`config.mk`:
```
export PLATFORM = sky130hd
export DESIGN_NAME = lsu_mem_seq_flat
export DESIGN_NICKNAME = d
export VERILOG_FILES = /design/src/rtl/lsu_pkg.sv /design/src/rtl/lsu_mem_seq_if.sv /design/src/rtl/lsu_align.sv /design/src/rtl/lsu_mem_seq.sv /design/src/flat_wrapper.sv
export SDC_FILE = /design/constraint.sdc
export NUM_CORES = 1
export LEC_CHECK = 0
export ABC_AREA = 1
export CAP_MARGIN = 40
export CORE_ASPECT_RATIO = 1.1
export CORE_MARGIN = 2
export CORE_UTILIZATION = 25
export DETAILED_ROUTE_END_ITERATION = 8
export PLACE_DENSITY = 0.46
export SYNTH_ARGS = -nofsm -noshare
export SYNTH_HDL_FRONTEND = slang
export SYNTH_SLANG_ARGS = --single-unit
export TNS_END_PERCENT = 10
```
`constraint.sdc`:
```
create_clock -name clk_i -period 8.58 [get_ports clk_i]
set_input_delay 0.858 -clock clk_i [delete_from_list [all_inputs] [get_ports clk_i]]
set_output_delay 0.858 -clock clk_i [all_outputs]
set_load 0.02 [all_outputs]
```
`src/rtl/lsu_pkg.sv`:
```
// Shared types for the load/store sequencer: data modes, FSM states and
// access-size helpers.
package lsu_pkg;

  localparam logic [2:0] DM_B  = 3'd0;
  localparam logic [2:0] DM_H  = 3'd1;
  localparam logic [2:0] DM_W  = 3'd2;
  localparam logic [2:0] DM_BU = 3'd4;
  localparam logic [2:0] DM_HU = 3'd5;

  typedef enum logic [1:0] {S_IDLE, S_BEAT0, S_BEAT1, S_FIN} state_e;

  // Modes 3/6/7 fall through to word size.
  function automatic logic [2:0] dm_size(input logic [2:0] dm);
    case (dm[1:0])
      2'd0:    return 3'd1;
      2'd1:    return 3'd2;
      default: return 3'd4;
    endcase
  endfunction

  function automatic logic [3:0] dm_mask(input logic [2:0] dm);
    case (dm[1:0])
      2'd0:    return 4'b0001;
      2'd1:    return 4'b0011;
      default: return 4'b1111;
    endcase
  endfunction

  function automatic logic is_split(input logic [2:0] dm, input logic [1:0] off);
    logic [2:0] last;
    last = {1'b0, off} + dm_size(dm);
    return last > 3'd4;
  endfunction

endpackage

```
`src/rtl/lsu_mem_seq_if.sv`:
```
// Request/response handshake plus word-memory bus of the sequencer.
interface lsu_mem_seq_if;
  import lsu_pkg::*;

  logic        req_valid_i;
  logic        req_ready_o;
  logic        req_we_i;
  logic [2:0]  req_datamode_i;
  logic [13:0] req_addr_i;
  logic [31:0] req_wdata_i;
  logic        resp_valid_o;
  logic [31:0] resp_rdata_o;
  logic        mem_en_o;
  logic        mem_we_o;
  logic [3:0]  mem_be_o;
  logic [11:0] mem_addr_o;
  logic [31:0] mem_wdata_o;
  logic [31:0] mem_rdata_i;

  modport slave (
    input  req_valid_i, req_we_i, req_datamode_i, req_addr_i, req_wdata_i, mem_rdata_i,
    output req_ready_o, resp_valid_o, resp_rdata_o,
    output mem_en_o, mem_we_o, mem_be_o, mem_addr_o, mem_wdata_o
  );

  modport master (
    output req_valid_i, req_we_i, req_datamode_i, req_addr_i, req_wdata_i, mem_rdata_i,
    input  req_ready_o, resp_valid_o, resp_rdata_o,
    input  mem_en_o, mem_we_o, mem_be_o, mem_addr_o, mem_wdata_o
  );

endinterface

```
`src/rtl/lsu_align.sv`:
```
// Combinational lane alignment: byte mask / data shift for stores,
// merge / extract / extend for loads.
module lsu_align
  import lsu_pkg::*;
(
  input  logic [2:0]  dm_i,
  input  logic [1:0]  off_i,
  input  logic        split_i,
  input  logic [31:0] wdata_i,
  input  logic [31:0] word0_i,
  input  logic [31:0] rdata_i,
  output logic [3:0]  be0_o,
  output logic [3:0]  be1_o,
  output logic [31:0] wd0_o,
  output logic [31:0] wd1_o,
  output logic [31:0] ld_o
);

  logic [4:0]  sh;
  logic [7:0]  m8;
  logic [63:0] d64;
  logic [63:0] r64;

  assign sh  = {off_i, 3'b000};
  assign m8  = {4'b0000, dm_mask(dm_i)} << off_i;
  assign d64 = {32'b0, wdata_i} << sh;
  // Split loads have the first word parked in word0; the second arrives now.
  assign r64 = (split_i ? {rdata_i, word0_i} : {32'b0, rdata_i}) >> sh;

  assign be0_o = m8[3:0];
  assign be1_o = m8[7:4];
  assign wd0_o = d64[31:0];
  assign wd1_o = d64[63:32];

  always_comb begin
    ld_o = r64[31:0];
    case (dm_i)
      DM_B:    ld_o = {{24{r64[7]}}, r64[7:0]};
      DM_H:    ld_o = {{16{r64[15]}}, r64[15:0]};
      DM_BU:   ld_o = {24'b0, r64[7:0]};
      DM_HU:   ld_o = {16'b0, r64[15:0]};
      default: ld_o = r64[31:0];
    endcase
  end

endmodule

```
`src/rtl/lsu_mem_seq.sv`:
```
// Load/store sequencer: one access at a time, word-crossing accesses split
// into two memory beats, one response per request.
module lsu_mem_seq
  import lsu_pkg::*;
(
  input  logic          clk_i,
  input  logic          rst_ni,
  lsu_mem_seq_if.slave  bus
);

  state_e      state_q;
  logic        we_q;
  logic [2:0]  dm_q;
  logic [13:0] addr_q;
  logic [31:0] wdata_q;
  logic [31:0] word0_q;
  logic        resp_valid_q;
  logic [31:0] rdata_q;

  logic        split;
  logic [11:0] w0, w1;
  logic [3:0]  be0, be1;
  logic [31:0] wd0, wd1, ld;
  logic        beat0, beat1, mem_en;

  assign split = is_split(dm_q, addr_q[1:0]);
  assign w0    = addr_q[13:2];
  assign w1    = w0 + 12'd1;

  lsu_align u_align (
    .dm_i    (dm_q),
    .off_i   (addr_q[1:0]),
    .split_i (split),
    .wdata_i (wdata_q),
    .word0_i (word0_q),
    .rdata_i (bus.mem_rdata_i),
    .be0_o   (be0),
    .be1_o   (be1),
    .wd0_o   (wd0),
    .wd1_o   (wd1),
    .ld_o    (ld)
  );

  always_ff @(posedge clk_i) begin
    if (!rst_ni) begin
      state_q      <= S_IDLE;
      we_q         <= 1'b0;
      dm_q         <= '0;
      addr_q       <= '0;
      wdata_q      <= '0;
      word0_q      <= '0;
      resp_valid_q <= 1'b0;
      rdata_q      <= '0;
    end else begin
      resp_valid_q <= 1'b0;
      case (state_q)
        S_IDLE: if (bus.req_valid_i) begin
          we_q    <= bus.req_we_i;
          dm_q    <= bus.req_datamode_i;
          addr_q  <= bus.req_addr_i;
          wdata_q <= bus.req_wdata_i;
          state_q <= S_BEAT0;
        end
        S_BEAT0: begin
          if (split) begin
            state_q <= S_BEAT1;
          end else if (we_q) begin
            resp_valid_q <= 1'b1;
            state_q      <= S_IDLE;
          end else begin
            state_q <= S_FIN;
          end
        end
        S_BEAT1: begin
          if (we_q) begin
            resp_valid_q <= 1'b1;
            state_q      <= S_IDLE;
          end else begin
            word0_q <= bus.mem_rdata_i;
            state_q <= S_FIN;
          end
        end
        default: begin
          rdata_q      <= ld;
          resp_valid_q <= 1'b1;
          state_q      <= S_IDLE;
        end
      endcase
    end
  end

  // Gating with rst_ni drops a beat already in flight when reset arrives.
  assign beat0  = (state_q == S_BEAT0) && rst_ni;
  assign beat1  = (state_q == S_BEAT1) && rst_ni;
  assign mem_en = beat0 || beat1;

  assign bus.req_ready_o  = (state_q == S_IDLE) && rst_ni;
  assign bus.resp_valid_o = resp_valid_q;
  assign bus.resp_rdata_o = rdata_q;
  assign bus.mem_en_o     = mem_en;
  assign bus.mem_we_o     = mem_en && we_q;
  assign bus.mem_be_o     = beat0 ? be0 : (beat1 ? be1 : 4'b0000);
  assign bus.mem_addr_o   = beat0 ? w0  : (beat1 ? w1  : 12'h000);
  assign bus.mem_wdata_o  = (beat0 && we_q) ? wd0 : ((beat1 && we_q) ? wd1 : 32'h0);

endmodule

```
`src/flat_wrapper.sv`:
```
// flat-port wrapper written by rule: the top's interface ports become plain ports
module lsu_mem_seq_flat import lsu_pkg::*;
  (clk_i, rst_ni, bus_req_valid_i, bus_req_we_i, bus_req_datamode_i, bus_req_addr_i, bus_req_wdata_i, bus_mem_rdata_i, bus_req_ready_o, bus_resp_valid_o, bus_resp_rdata_o, bus_mem_en_o, bus_mem_we_o, bus_mem_be_o, bus_mem_addr_o, bus_mem_wdata_o);
  lsu_mem_seq_if bus_i ();
  input  logic clk_i;
  input  logic rst_ni;
  input wire logic [$bits(bus_i.req_valid_i)-1:0] bus_req_valid_i;
  input wire logic [$bits(bus_i.req_we_i)-1:0] bus_req_we_i;
  input wire logic [$bits(bus_i.req_datamode_i)-1:0] bus_req_datamode_i;
  input wire logic [$bits(bus_i.req_addr_i)-1:0] bus_req_addr_i;
  input wire logic [$bits(bus_i.req_wdata_i)-1:0] bus_req_wdata_i;
  input wire logic [$bits(bus_i.mem_rdata_i)-1:0] bus_mem_rdata_i;
  output wire logic [$bits(bus_i.req_ready_o)-1:0] bus_req_ready_o;
  output wire logic [$bits(bus_i.resp_valid_o)-1:0] bus_resp_valid_o;
  output wire logic [$bits(bus_i.resp_rdata_o)-1:0] bus_resp_rdata_o;
  output wire logic [$bits(bus_i.mem_en_o)-1:0] bus_mem_en_o;
  output wire logic [$bits(bus_i.mem_we_o)-1:0] bus_mem_we_o;
  output wire logic [$bits(bus_i.mem_be_o)-1:0] bus_mem_be_o;
  output wire logic [$bits(bus_i.mem_addr_o)-1:0] bus_mem_addr_o;
  output wire logic [$bits(bus_i.mem_wdata_o)-1:0] bus_mem_wdata_o;
  assign bus_i.req_valid_i = bus_req_valid_i;
  assign bus_i.req_we_i = bus_req_we_i;
  assign bus_i.req_datamode_i = bus_req_datamode_i;
  assign bus_i.req_addr_i = bus_req_addr_i;
  assign bus_i.req_wdata_i = bus_req_wdata_i;
  assign bus_i.mem_rdata_i = bus_mem_rdata_i;
  assign bus_req_ready_o = bus_i.req_ready_o;
  assign bus_resp_valid_o = bus_i.resp_valid_o;
  assign bus_resp_rdata_o = bus_i.resp_rdata_o;
  assign bus_mem_en_o = bus_i.mem_en_o;
  assign bus_mem_we_o = bus_i.mem_we_o;
  assign bus_mem_be_o = bus_i.mem_be_o;
  assign bus_mem_addr_o = bus_i.mem_addr_o;
  assign bus_mem_wdata_o = bus_i.mem_wdata_o;
  lsu_mem_seq u_core (.clk_i(clk_i), .rst_ni(rst_ni), .bus(bus_i));
endmodule
```
==> run summary <==
The flow ran to the end, and the final reports show no timing, DRC or antenna violations. The warning count from the yosys run is 0. The die span in y is 177.9 µm. The classification of the worst setup path is primary input to primary output. The wire length of the first global-routing pass is 41230 µm. The total area inside the core boundary comes to 27040 µm². The maximum clock insertion buffer count came out at 2. The average via count per standard cell came out at 4.827. The fraction of final layout cells sized beyond drive strength 1 is 6.618%.

The initial utilization of the core area, before any placement, comes to 25.42%. The synthesized instance count came out at 1092. The number of instances on the worst hold path came out at 2. The type of the most critical hold path is register to register.

The final period demand of the worst path came out at 5083 ps. STA classifies the critical path endpoint as a primary output. The routability congestion estimate came out at 0.8307. STA classifies the critical path startpoint as a primary input.

For this run, the post-layout net count is 1301. Counting every net in the synthesized netlist gives 1181. The leakage power came out at 3.692 nW. The remaining antenna violation count after routing came out at 0.

The number of cells on the worst reg-to-reg path came out at 14. VDD sags by at most 0.1202 mV. The tool flagged a number of max-cap violations equal to 0. The share of synthesized area in the top cell type comes to 34.08%. For this run, the top clock speed supported by timing is 0.1967 GHz. The simple-gate share of the synthesized area is 31.66%.

Synthesis instantiated 34 different standard cells from the library. The clock sink total is 117. The HPWL reported at the end of detailed placement is 19100 µm. The final max-slew violation count came to 0. The number of placed instances, taps included, is 1550.

The tree is rooted in a clkbuf_16. The post-route standard cell area excluding fillers came out at 9349 µm². The setup TNS after final layout is 0 ps. Setup repair after global routing left no endpoint under its margin. The number of rows created at floorplan came out at 63. The first-pass detailed-route iteration total is 5.

The clock insertion delay at the later pin of the skew report came out at 420 ps. The placed instance area is 8785 µm². The hold slack is 465.6 ps. The mean cell area of the mapped netlist came out at 6.294 µm². The total area of sequential cells is 2344 µm². The share of cell area taken by muxes after synthesis is 1.602%. The total count of hold-check failures in the final report came out at 0.

Yosys attributes the largest share of cell area to dfxtp_1, o21ai_0, nand2_1. STA puts the critical path data arrival time at 4230 ps. The post-layout instance count excluding filler cells is 1581. The number of design-rule violations left by the first detailed-router iteration is 551. TritonCTS built the clock tree. dfxtp_1 takes more of the synthesized area than any other cell.

The fill cell total of the finished layout is 2926. The compound-gate portion of the synthesized area is 22.57%. The total area of multi-input combinational cells came out at 3918 µm². The overall via count from detail_route came out at 7631. The area growth from synthesis to layout came out at 36.03%.

In this run the post-CTS setup repair buffer count came out at 0. The final count of negative-setup-slack endpoints is 0. The total CTS buffers came out at 17. The worst slew margin relative to its limit is 37.30%.

For this run, design rule violations remaining after detail routing come to 0. The part of the Yosys area used for sequential elements came out at 34.08%. The area of the mapped netlist came out at 6873 µm². The clock transition at the register clock pins on the worst setup and hold paths after CTS came out at 50 ps. The repair_antennas step left the layout with diodes totalling 0.

The average wire per cell in the routed design came out at 16.96 µm. At the worst endpoint, the required time is 7720 ps. The clock arrives with 10.46 ps of skew.

Summing internal, switching and leakage power gives 2.708 mW. The adder-cell share of the synthesized area came out at 0.8374%. The number of global-route vias before repair came out at 7268. The horizontal extent of the die came out at 162.1 µm.

The count of cells resized by post-cts repair came out at 0. The number of register bits inferred by synthesis came out at 117. The initial antenna violation count is 1. For this design, the CTS-stage hold fixing added 0 buffers. The overall fraction of global-route tracks in use came out at 18.56%. The maximum number of pins on one net before global-route repair came out at 74. The routed wire length is 26810 µm. The CTS H-tree depth is 4.

The largest family of logic cells by synthesized area is simple AND/OR/NAND/NOR gates. The power density over the cells is 289.7 nW/µm². The number of buffers inserted by port buffering came out at 168. In this run the worst path has a maximum fanout of 50.

During I/O placement, the number of pins put on the boundary was 169. At the pin with the least slew margin, the transition time is 939.4 ps. Summing the areas of all xor and xnor instances in the mapped netlist gives 0.2549% of the synthesized area. The total congestion overflow after global routing came out at 0. The final period utilization is 59.24%. The area enclosed by the die boundary is 28840 µm².
-- flip-flops by register name, indices dropped and copies added, names as in the netlist --
register                 cells
u_core.bus.resp_rdata_o     32
u_core.wdata_q              32
u_core.word0_q              32
u_core.addr_q               14
u_core.dm_q                  3
u_core.state_q               2
u_core.bus.resp_valid_o      1
u_core.we_q                  1
-- worst paths after layout --
kind         slack (ps)          startpoint                          end
max reg2reg        4370      u_core.dm_q[1]  u_core.bus.resp_rdata_o[26]
min                 470  u_core.wdata_q[15]           u_core.wdata_q[15]
max                3500              rst_ni          bus_mem_wdata_o[14]
min reg2reg         470  u_core.wdata_q[15]           u_core.wdata_q[15]
-- cell type report --
type	instances	share of cell area (%)
Clock buffer	18	4.590
Multi-Input combinational cell	822	41.90
Clock inverter	13	1.445
Timing Repair Buffer	180	19.25
Inverter	74	2.971
Sequential cell	117	25.07
Tap cell	357	4.778
-- layout by cell type (no fill, tap or decap), types with 5 or more instances in the layout --
| cell | Yosys | routed |
|---|---|---|
| nand3b_1 | 6 | 6 |
| clkbuf_16 | 0 | 17 |
| inv_1 | 67 | 67 |
| nand3_1 | 77 | 77 |
| a21oi_1 | 74 | 74 |
| o22ai_1 | 18 | 18 |
| mux2i_1 | 11 | 11 |
| dfxtp_1 | 117 | 116 |
| nand4_1 | 19 | 19 |
| nand2_2 | 4 | 5 |
| nor2_1 | 160 | 159 |
| clkinvlp_4 | 0 | 5 |
| clkdlybuf4s50_1 | 0 | 167 |
| o21ai_0 | 194 | 194 |
| nor2_2 | 22 | 23 |
| nand2_1 | 209 | 208 |
| buf_4 | 0 | 10 |
-- Yosys cell counts, drive strengths merged --
library cell / n
a21oi: 74
a221oi: 1
a22o: 1
a31oi: 3
buf: 25
clkbuf: 54
clkinv: 4
dfxtp: 117
fa: 1
ha: 3
inv: 70
mux2i: 11
nand2: 215
nand3: 81
nand3b: 6
nand4: 19
nor2: 182
nor3: 2
nor4: 1
o2111ai: 1
o211ai: 1
o21ai: 195
o22ai: 18
o31ai: 3
o32ai: 2
xor2: 2
-- routing by layer --
| layer | GRT usage, % | vias to the layer above | wire (µm) |
|---|---|---|---|
| met5 | 0 | - | 12 |
| met4 | 6.416 | 2 | 670 |
| met3 | 3.342 | 31 | 1535 |
| met2 | 31.74 | 249 | 12810 |
| met1 | 23.45 | 3482 | 11780 |
| li1 | - | 3867 | - |
-- cell families (layout without fill, tap and decap cells) --
logic type	count (synthesis)	after routing
adders and majority gates	4	4
muxes	11	11
and+or+nand+nor	506	506
DFF	117	117
AOI/OAI and AO/OA	299	299
buffers and inverters	153	285
xor gates and xnor gates	2	2
-- power breakdown --
part | internal [mW] | total, mW | switching (mW)
clock | 0.424 | 0.695 | 0.271
sequential | 0.689 | 0.789 | 0.0997
combinational | 0.399 | 1.22 | 0.825
total | 1.51 | 2.71 | 1.20
-- critical path: stages --
cell and delay [ps]:
buf_2 80, buf_4 410, nand2_1 440, nor2_2 840
nand2_1 570, o22ai_1 360, clkdlybuf4s50_1 650
-- metrics by stage --
step | utilization [%] | setup WS [ps]
global route | 34.58 | 3230
finish | 34.58 | 3497
detailed placement | 32.49 | 3549
floorplan | - | 5448
CTS | 34.58 | 3562
global placement | 32.29 | 3685
Power figures use the tool's default switching activity.
==> RTL change: new RTL, config.mk and constraints unchanged <==
Re-encode `state_e` (4 states) as one-hot, 4 bits wide.
--- a/src/rtl/lsu_pkg.sv
+++ b/src/rtl/lsu_pkg.sv
@@ -9,5 +9,5 @@
   localparam logic [2:0] DM_HU = 3'd5;
 
-  typedef enum logic [1:0] {S_IDLE, S_BEAT0, S_BEAT1, S_FIN} state_e;
+  typedef enum logic [3:0] {S_IDLE = 4'b0001, S_BEAT0 = 4'b0010, S_BEAT1 = 4'b0100, S_FIN = 4'b1000} state_e;
 
   // Modes 3/6/7 fall through to word size.
Formal check against the unedited RTL: no difference found for any inputs over 4 cycles, from zero or initial values and one cycle with rst_ni low; so few cycles prove little.
==> RTL change against the original RTL <==
Worst setup slack improved by 0.85 ns. Worst hold slack got worse by 0.0055 ns. Die area increased by 1.0%. Cell count rose by 2.0%. Core utilization decreased by 0.24 points. Area after synthesis is 1.1% higher. Register-to-register slack better by 0.15 ns. Cell area rose by 1.2%. Sequential cell count grew 2. Wire length is 4.6% higher. Critical path type is now reg -> out. Largest cell class unchanged.
Power is not compared: it rests on default switching activity, and its combinational part moved more than twofold at a synthesized area within 25%.
==> RTL change: results (changes against the original RTL) <==
metric	value	unit	change
Critical Path Fanout Max	16		-68%
register area share after synthesis	0.343		+0.00214
clk_skew	0.0113	ns	+0.000823 ns
hold slack final	0.460	ns	-0.00552 ns
Worst Hold Endpoint	u_core.word0_q[5]		
met2 usage	0.332		+0.0142
Placer Congestion	0.847		+2.0%
number of DRC markers in iteration 0	520		-5.6%
post-synth cell types	35		+2.9%
RR Startpoint	u_core.addr_q[1]		
DR WL met3	1890	um	+23%
Area after DPL	8860	sq um	+0.88%
wl on met1	11800	um	-0.20%
outcome	finished, final reports clean		
vias per inst	4.96		+2.7%
Critical Path AT	3.37	ns	-0.86 ns
NetSw	0.000699	W	
routed length on met2	13600	um	+6.1%
number of max-cap violations	0		unchanged
layout cell share with drive strength beyond 1	0.0520		-0.0142
WL per Instance	17.4	um	+2.5%
first-pass GRT wire length	43200	um	+4.7%
R2R Setup Slk	4.52	ns	+0.15 ns
Commonest cells post-synth	nand2_1 (270), o21ai_0 (159), a21oi_1 (124)		
clk buf depth	2		unchanged
vias	7998		+4.8%
path depth of the worst reg2reg path	18		+4
cell with the largest stage delay on the worst path	clkdlybuf4s50_1		
pin count of the biggest net entering global routing	91		+23%
NumNets Final	1326		+1.9%
vias in the first global route	7676		+5.6%
met1 global-route usage	0.232		-0.00242
Mapped Cells	1120		+2.6%
Hold Path Origin	u_core.word0_q[5]		
delay of the slowest critical-path stage	0.69	ns	-0.15 ns
reg2reg end	u_core.bus.resp_rdata_o[23]		
Syn Nets	1209		+2.4%
Post-Place Worst Slack	4.38	ns	+0.832 ns
clock root buffer master	clkbuf_16		
maximum clock frequency	236	MHz	+20%
M3 GR Usage	0.0472		+0.0138
Total Routing Usage GR	0.193		+0.00734
start point of the critical path	u_core.state_q[2]		
Placed Cells	1581		+2.0%
detailed placement HPWL	19300	um	+1.1%
synth top area cells	dfxtp_1 (34%), nand2_1 (15%), o21ai_0 (11%)		
top_reg_cell synth	dfxtp_1		
crit path capture	bus_mem_wdata_o[6]		
Least-Margin Pin Slew	0.858	ns	-0.0816 ns
## RTL change: kinds of logic after synthesis
| logic type | Yosys count | synth area share |
|---|---|---|
| AO/OA/AOI/OAI | 321 | 0.242 |
| adder cells (fa/ha/maj) | 4 | 0.00829 |
| buffers and inverters | 166 | 0.0937 |
| flip-flops | 119 | 0.343 |
| AND/OR/NAND/NOR | 510 | 0.313 |
## RTL change: layout make-up
class | instances | area (sq um)
sequential | 119 | 2380
multi-input combinational | 835 | 3910
timing repair buffer | 182 | 1800
tap | 363 | 454
fill | 3079 | 18100
clock inverter | 15 | 170
inverter | 82 | 308
clock buffer | 17 | 425
## RTL change: power groups by stage
stage	clock network (W)	logic, W	registers, W
after floorplan	0	0.000317	0.000679
after global placement	0	0.000560	0.000660
after detailed placement	0	0.000562	0.000659
after CTS	0.000747	0.000565	0.000647
after global routing	0.000774	0.000622	0.000654
final	0.000731	0.000558	0.000646
